$ cat config.mk
export PLATFORM = sky130hd
export DESIGN_NAME = operand_fetch
export DESIGN_NICKNAME = d
export VERILOG_FILES = /design/src/rtl/operand_fetch.sv
export SDC_FILE = /design/constraint.sdc
export NUM_CORES = 1
export LEC_CHECK = 0
export BUFFER_PORTS_ARGS = -buffer_cell sky130_fd_sc_hd__buf_4
export CAP_MARGIN = 5
export CORE_AREA = 2 2 142 144
export CTS_BUF_LIST = sky130_fd_sc_hd__clkbuf_4 sky130_fd_sc_hd__clkbuf_8 sky130_fd_sc_hd__clkbuf_16
export CTS_CLUSTER_SIZE = 8
export DETAILED_ROUTE_END_ITERATION = 8
export DIE_AREA = 0 0 144 146
export PLACE_DENSITY = 0.76
export SLEW_MARGIN = 15
export SYNTH_ARGS = -nofsm -noshare
export SYNTH_HDL_FRONTEND = slang
export SYNTH_SLANG_ARGS = --single-unit
$ cat constraint.sdc
create_clock -name clk -period 2.49 [get_ports clk]
set_input_delay 0.498 -clock clk [delete_from_list [all_inputs] [get_ports clk]]
set_output_delay 0.498 -clock clk [all_outputs]
set_load 0.005 [all_outputs]
$ cat src/rtl/operand_fetch.sv
// operand_fetch: register-read stage with scoreboard hazard stall and writeback forwarding
module operand_fetch #(
  parameter int TAG_W = 32
) (
  input  logic             clk,
  input  logic             rst,
  input  logic             in_valid,
  output logic             in_ready,
  input  logic [4:0]       in_rs1,
  input  logic [4:0]       in_rs2,
  input  logic [4:0]       in_rd,
  input  logic             in_rd_we,
  input  logic [TAG_W-1:0] in_tag,
  output logic [4:0]       rf_r1,
  output logic [4:0]       rf_r2,
  input  logic [31:0]      rf_out_r1,
  input  logic [31:0]      rf_out_r2,
  input  logic             wb_valid,
  input  logic [4:0]       wb_rd,
  input  logic [31:0]      wb_data,
  output logic             out_valid,
  input  logic             out_ready,
  output logic [31:0]      out_op1,
  output logic [31:0]      out_op2,
  output logic [4:0]       out_rd,
  output logic             out_rd_we,
  output logic [TAG_W-1:0] out_tag,
  output logic [31:0]      stall_count
);
  logic [31:0] busy, busy_nx;
  logic wh1, wh2, whd, hz, acc;
  assign rf_r1 = in_rs1;
  assign rf_r2 = in_rs2;
  // hazard detection, handshake and next scoreboard (clear before set so a re-issue stays busy)
  always_comb begin
    wh1 = wb_valid && wb_rd == in_rs1 && in_rs1 != 5'd0;
    wh2 = wb_valid && wb_rd == in_rs2 && in_rs2 != 5'd0;
    whd = wb_valid && wb_rd == in_rd && in_rd != 5'd0;
    hz = (in_rs1 != 5'd0 && busy[in_rs1] && !wh1) ||
         (in_rs2 != 5'd0 && busy[in_rs2] && !wh2) ||
         (in_rd_we && in_rd != 5'd0 && busy[in_rd] && !whd);
    in_ready = !hz && (!out_valid || out_ready);
    acc = in_valid && in_ready;
    busy_nx = busy;
    if (wb_valid) busy_nx[wb_rd] = 1'b0;
    if (acc && in_rd_we) busy_nx[in_rd] = 1'b1;
    busy_nx[0] = 1'b0;
  end
  // pipeline register, scoreboard and stall counter
  always_ff @(posedge clk) begin
    if (rst) begin
      out_valid   <= 1'b0;
      out_op1     <= '0;
      out_op2     <= '0;
      out_rd      <= '0;
      out_rd_we   <= 1'b0;
      out_tag     <= '0;
      busy        <= '0;
      stall_count <= '0;
    end else begin
      if (acc) begin
        out_valid <= 1'b1;
        out_op1   <= wh1 ? wb_data : (in_rs1 == 5'd0 ? 32'd0 : rf_out_r1);
        out_op2   <= wh2 ? wb_data : (in_rs2 == 5'd0 ? 32'd0 : rf_out_r2);
        out_rd    <= in_rd;
        out_rd_we <= in_rd_we;
        out_tag   <= in_tag;
      end else if (out_ready) begin
        out_valid <= 1'b0;
      end
      if (in_valid && hz) stall_count <= stall_count + 32'd1;
      busy <= busy_nx;
    end
  end
endmodule

After elaboration in Yosys (flattened, before gate mapping):

Index checks and enable logic that the tools add are counted.

* register bits: 167
* ROM bits: 0
* bits in latches: 0
* output and inout port bits: 146
* memories kept: 0
* RAM bits: 0

* div/mod/pow operators: 0
* shifts and indexed selects: 0
* equal/unequal tests: 3
* add/sub/neg operators: 1
* muxes and demuxes: 18
* order comparisons: 6
* multipliers: 0
* reductions and logical operators: 33
* bitwise gates (word level): 3

Operators with widths (count)
* $mux W32: 6
* $add A32 B1 Y32 const B: 1
* $and A32 B32 Y32: 1
* $not A32 Y32: 1
* $or A32 B32 Y32: 1
* $lt A5 B6 Y1 const B: 4
* $logic_and A1 B1 Y1: 19
* $bmux W1 S5: 3
* $eq A5 B5 Y1: 3
* $reduce_bool A5 Y1: 3
* $demux W1 S5: 2
* $ge A5 B1 Y1 const B: 2
* $logic_not A5 Y1: 2
* $mux W1: 7
* $logic_not A1 Y1: 5
* $logic_or A1 B1 Y1: 3
* $reduce_bool A2 Y1: 1

Depth between registers and ports, before layout:

* word-level depth: 12
* depth in mapped cells: 12
* mapped depth without buffers: 8

Worst setup path after synthesis:

OpenSTA, ideal clock, no wires.

* kind: in2reg
* start: input in_rd[1]
* end: register out_rd[3]
* library setup time: 0.128 ns
* data required time: 2.362 ns
* stages on the path: 11
* slack: -0.215 ns
* arrival time: 2.577 ns
* path through: buf_4 > mux2_2 > a32o_1 > a2111oi_2 > o2111a_1 > o221ai_4 > nor2_4 > buf_6 > buf_6 > mux2i_1 > nor2_1

* cells in the longest elaborated chain, start to end: 9
* elaborated cells on any way between the ends: 14
* classes of those cells: 1 x eq/ne; 2 x mux; 11 x reduce/logical

RTL lines
* from (decl): RTL line 11 `input logic [4:0] in_rd,`
* branches (longest 4 deep; another with $bmux W1 S5)
* $logic_and A1 B1 Y1 (*): RTL line 41 `(in_rd_we && in_rd != 5'd0 && busy[in_rd] && !whd);`
* $logic_or A1 B1 Y1 (*): RTL line 40 `(in_rs2 != 5'd0 && busy[in_rs2] && !wh2) ||`
* $logic_not A1 Y1 (*): RTL line 42 `in_ready = !hz && (!out_valid || out_ready);`
* $logic_and A1 B1 Y1 (*): RTL line 42
* $logic_and A1 B1 Y1 (*): RTL line 43 `acc = in_valid && in_ready;`
* to (signal assigned): RTL line 65 `out_rd <= in_rd;`
* to (decl): RTL line 25 `output logic [4:0] out_rd,`

Mark *: on every way between the ends. The select of a mux whose other input is x is not followed.
A chain may end at the register's enable or synchronous reset.

Final worst setup path:

* start: register busy[6]
* end: output in_ready

* cells in the longest elaborated chain, start to end: 8
* elaborated cells on any way between the ends: 16
* classes of those cells: 6 x mux; 10 x reduce/logical

RTL lines
* from (decl): RTL line 30 `logic [31:0] busy, busy_nx;`
* from (signal assigned): RTL line 72 `busy <= busy_nx;`
* $bmux W1 S5, on equally long branches: RTL line 39, 40
* $mux W1, on equally long branches: RTL line 39, 40
* $logic_and A1 B1 Y1, on equally long branches (2 in series): RTL line 39, 40
* $logic_or A1 B1 Y1: RTL line 39 `hz = (in_rs1 != 5'd0 && busy[in_rs1] && !wh1) ||`
* $logic_or A1 B1 Y1 (*): RTL line 40
* $logic_not A1 Y1 (*): RTL line 42
* $logic_and A1 B1 Y1 (*): RTL line 42
* to (decl): RTL line 8 `output logic in_ready,`

Every way passes the cells marked *; elsewhere a longest branch is shown, timed or not. The select of a mux whose other input is x is not followed.

==> key figures <==
Status
  – Status: complete, but fails checks
  – Violated checks: setup timing

CTS
  – Hold-fix buffers, CTS: 0
  – Clk slew on worst S/H paths: 0.07 ns
  – Root Buffer: clkbuf_16
  – Worst-skew pair later-pin latency: 0.42 ns
  – Clk sinks: 166
  – Htree depth: 4
  – CTS tree: yes
  – Max Root-Sink Buffers: 2
  – CTS Buf Count: 17

Power and ir drop
  – Internal power: 5160 µW
  – Switching share of power: 26.3%
  – Static leakage: 0.00549 µW
  – Switching power: 1840 µW
  – Power share of the sequential group: 40.6%
  – Comb power frac: 21.0%
  – Clk pwr share: 38.4%
  – Max VDD drop: 0.000481 V
  – Cell Pwr Density: 519 nW/µm²

Worst setup path
  – CP peak stage delay: 0.45 ns
  – WP buf/inv: 3
  – CP max stage cell: mux4_2
  – CP endpoint kind: output pin
  – Req. time, crit path: 1.99 ns
  – Critical-path cell list: buf_4 > mux4_2 > o21ai_1 > a21o_1 > o221ai_4 > buf_12 > nor2b_4 > buf_6
  – Setup Crit Path Kind: flip-flop to output pin
  – Critical path arrival: 2.34 ns
  – Crit-path max FO: 3
  – Critical path launch point type: flip-flop
  – Cell family with most CP delay: compound AO/OA/AOI/OAI gates

STA
  – Final period utilization: 114%
  – Worst clock skew: 0.00992 ns
  – Fmax: 353 MHz
  – Pins Over Slew Limit: 0
  – Worst setup margin: -0.345 ns
  – Final min period: 2.83 ns
  – Unrepaired setup endpoints after global routing: true
  – Worst-margin pin slew: 0.847 ns
  – Final Hold Violating Endpoints: 0
  – Rel. slew slack: 43.1%
  – Final setup fails: 143

Floorplan
  – Die Ht: 146 µm
  – Num rows: 51
  – IO Pins: 300
  – Core Region: 19300 µm²
  – Die Wd: 144 µm
  – Die ar.: 21000 µm²
  – Starting Density: 45.8%

Synthesis
  – Post-synth ARST share: 0%
  – Synth top area cells: dfxtp_1 38%, mux2i_1 14%, o31ai_1 5.8%
  – Main combinational cell family by area after synthesis: simple AND/OR/NAND/NOR gates
  – Share of the synthesized area in the top cell type: 37.5%
  – Synth Area per Inst: 9.37 µm²
  – Compound-Gate Fraction of Synth Area: 12.6%
  – Netlist cell types: 66
  – Synth Flop Type: dfxtp_1
  – Post-Synthesis Cells: 946
  – Synth warn: 0
  – Simple-Gate Fraction of Synth Area: 23.5%
  – Synth Area in Adders: 0.141%
  – EDFF count, synth: 0
  – Mux cell area share after synthesis: 17.7%
  – Leading area contributor after synthesis: dfxtp_1
  – Register bit total from synthesis: 166
  – Synthesized Nets: 1101
  – Synthesized area: 8860 µm²
  – Xor/xnor share of the synthesized area: 2.27%
  – Post-synthesis sequential area ratio: 37.5%

Drt
  – DRT iter0 DRCs: 546
  – DR WL/cell: 18.4 µm
  – Via/cell ratio: 5.53
  – Vias: 8703
  – Total Wirelength: 29000 µm
  – DRC violations left: 0
  – Routed Antenna Nets: 0
  – DR pass1 iterations: 5

Global routing
  – Vias in the first global route: 8597
  – Number of antenna violations at the first check in global routing: 0
  – Largest net degree at the start of global routing: 55
  – First-pass GRT wire length: 44100 µm
  – Overflow after GRT: 0
  – Tot GR Track Use: 26.3%

Layout
  – Design Area, Final: 13500 µm²
  – Final net count: 1452
  – Final Instance Count excl. Fillers: 1575
  – Layout cells sized above 1: 49.3%
  – ANT cells: 0
  – Area Overhead vs Synth: 52.1%

Placed design
  – Placed Area: 11900 µm²
  – Placed cell count: 1518
  – DP Wirelength: 20500 µm
  – IO Port Bufs: 299
  – GPL Wtd Cong: 0.915

Job
  – Max_cap viols: 0

Min path
  – Type of the worst min-delay path: input port to flip-flop
## metal layers
layer,up-vias,track usage (%),part of all wire (%)
met5,-,0,0
met1,4178,32.5,41
met2,306,44.9,51
met3,54,6.09,6.1
met4,0,8.82,2.5
li1,4165,-,-
## area by class of cell
class / instances / area [µm²]
flip-flops and latches: 166 / 3340
clock buffers: 22 / 475
repair buffers: 425 / 3540
fillers: 1452 / 5860
clock inverters: 10 / 123
well taps: 265 / 332
multi-input cells: 675 / 5620
inverters: 12 / 50.0
## worst reg2reg max path: stages, from the launching register on
cell and delay (ns):
dfxtp_2 0.35, buf_6 0.11, mux2i_2 0.07, nor4bb_2 0.38, a2111oi_4 0.09, o2111a_1 0.19
o221ai_4 0.24, buf_12 0.15, buf_4 0.11, buf_8 0.13, nand4_4 0.20, buf_6 0.20
o31ai_1 0.31, a21oi_2 0.10
## state kept, by name, summed over array words and instances (netlist names)
name         flops
out_op2         32
stall_count     32
out_tag         32
out_valid        1
busy            31
out_rd_we        1
out_op1         32
out_rd           5
## final timing paths
kind	start	endpoint	slack (ns)	depth (start not counted)
setup / recovery	busy[6]	in_ready	-0.34	8
hold / removal	in_tag[31]	out_tag[31]	0.31	3
setup reg to reg	busy[7]	stall_count[18]	-0.26	13
hold reg to reg	out_tag[15]	out_tag[15]	0.49	2
## stage by stage
| step | TNS (ns) | hold slack [ns] | worst slack [ns] | utilization (%) | total power (µW) |
|---|---|---|---|---|---|
| 2_1_floorplan | -12.94 | 0.471 | -0.132 | - | 3500 |
| 3_3_place_gp | -47.91 | 0.475 | -0.394 | 61.5 | 4090 |
| 3_5_place_dp | -58.25 | 0.483 | -0.463 | 61.5 | 4110 |
| 4_1_cts | -2.17 | 0.299 | -0.376 | 66.4 | 6880 |
| 5_1_grt | -29.50 | 0.297 | -0.425 | 69.7 | 7270 |
| 6_report | -15.38 | 0.309 | -0.345 | 69.7 | 7000 |
## repair_timing
item	4_1_cts	5_1_grt
gates cloned	4	1
pin swaps	11	35
endpoints found under the setup margin	119	152
gates resized for setup	49	129
setup buffers	9	11
## Yosys cell counts (16+ instances only)
cell	count
nand3b_1	34
nand2_1	56
o31ai_1	69
a21oi_1	19
dfxtp_1	166
or3b_2	55
clkbuf_1	59
nor2_1	69
xor2_1	16
nand3_1	19
o21ai_0	36
mux2i_1	126
## power groups by stage
| stage | combinational (µW) | sequential, µW | clock [µW] |
|---|---|---|---|
| 3_3_place_gp | 1200 | 2900 | 0 |
| 6_report | 1470 | 2840 | 2690 |
| 5_1_grt | 1560 | 2860 | 2850 |
| 3_5_place_dp | 1220 | 2900 | 0 |
| 2_1_floorplan | 597 | 2900 | 0 |
| 4_1_cts | 1320 | 2840 | 2720 |
## kinds of logic (layout without fill, tap and decap cells)
kind of cell,Yosys count,count (layout)
AO/OA/AOI/OAI,163,163
flip-flops,166,166
XOR/XNOR,23,23
AND/OR/NAND/NOR,341,342
multiplexers,146,146
buffers and inverters,106,469
adder cells (fa/ha/maj),1,1
## cell usage in the layout, fill, tap and decap left out, types with 12 or more instances in the layout
master,instances
a21oi_1,12
buf_12,14
buf_4,383
buf_6,22
clkbuf_16,18
dfxtp_1,155
mux2i_1,119
nand2_1,56
nand3_1,15
nand3b_1,34
nand4_1,13
nor2_1,67
o21ai_0,12
o21ai_1,21
o31ai_1,35
o31ai_2,26
or3b_2,34
or3b_4,21
xor2_1,16
Note: power is estimated with default switching activity, not from simulation.
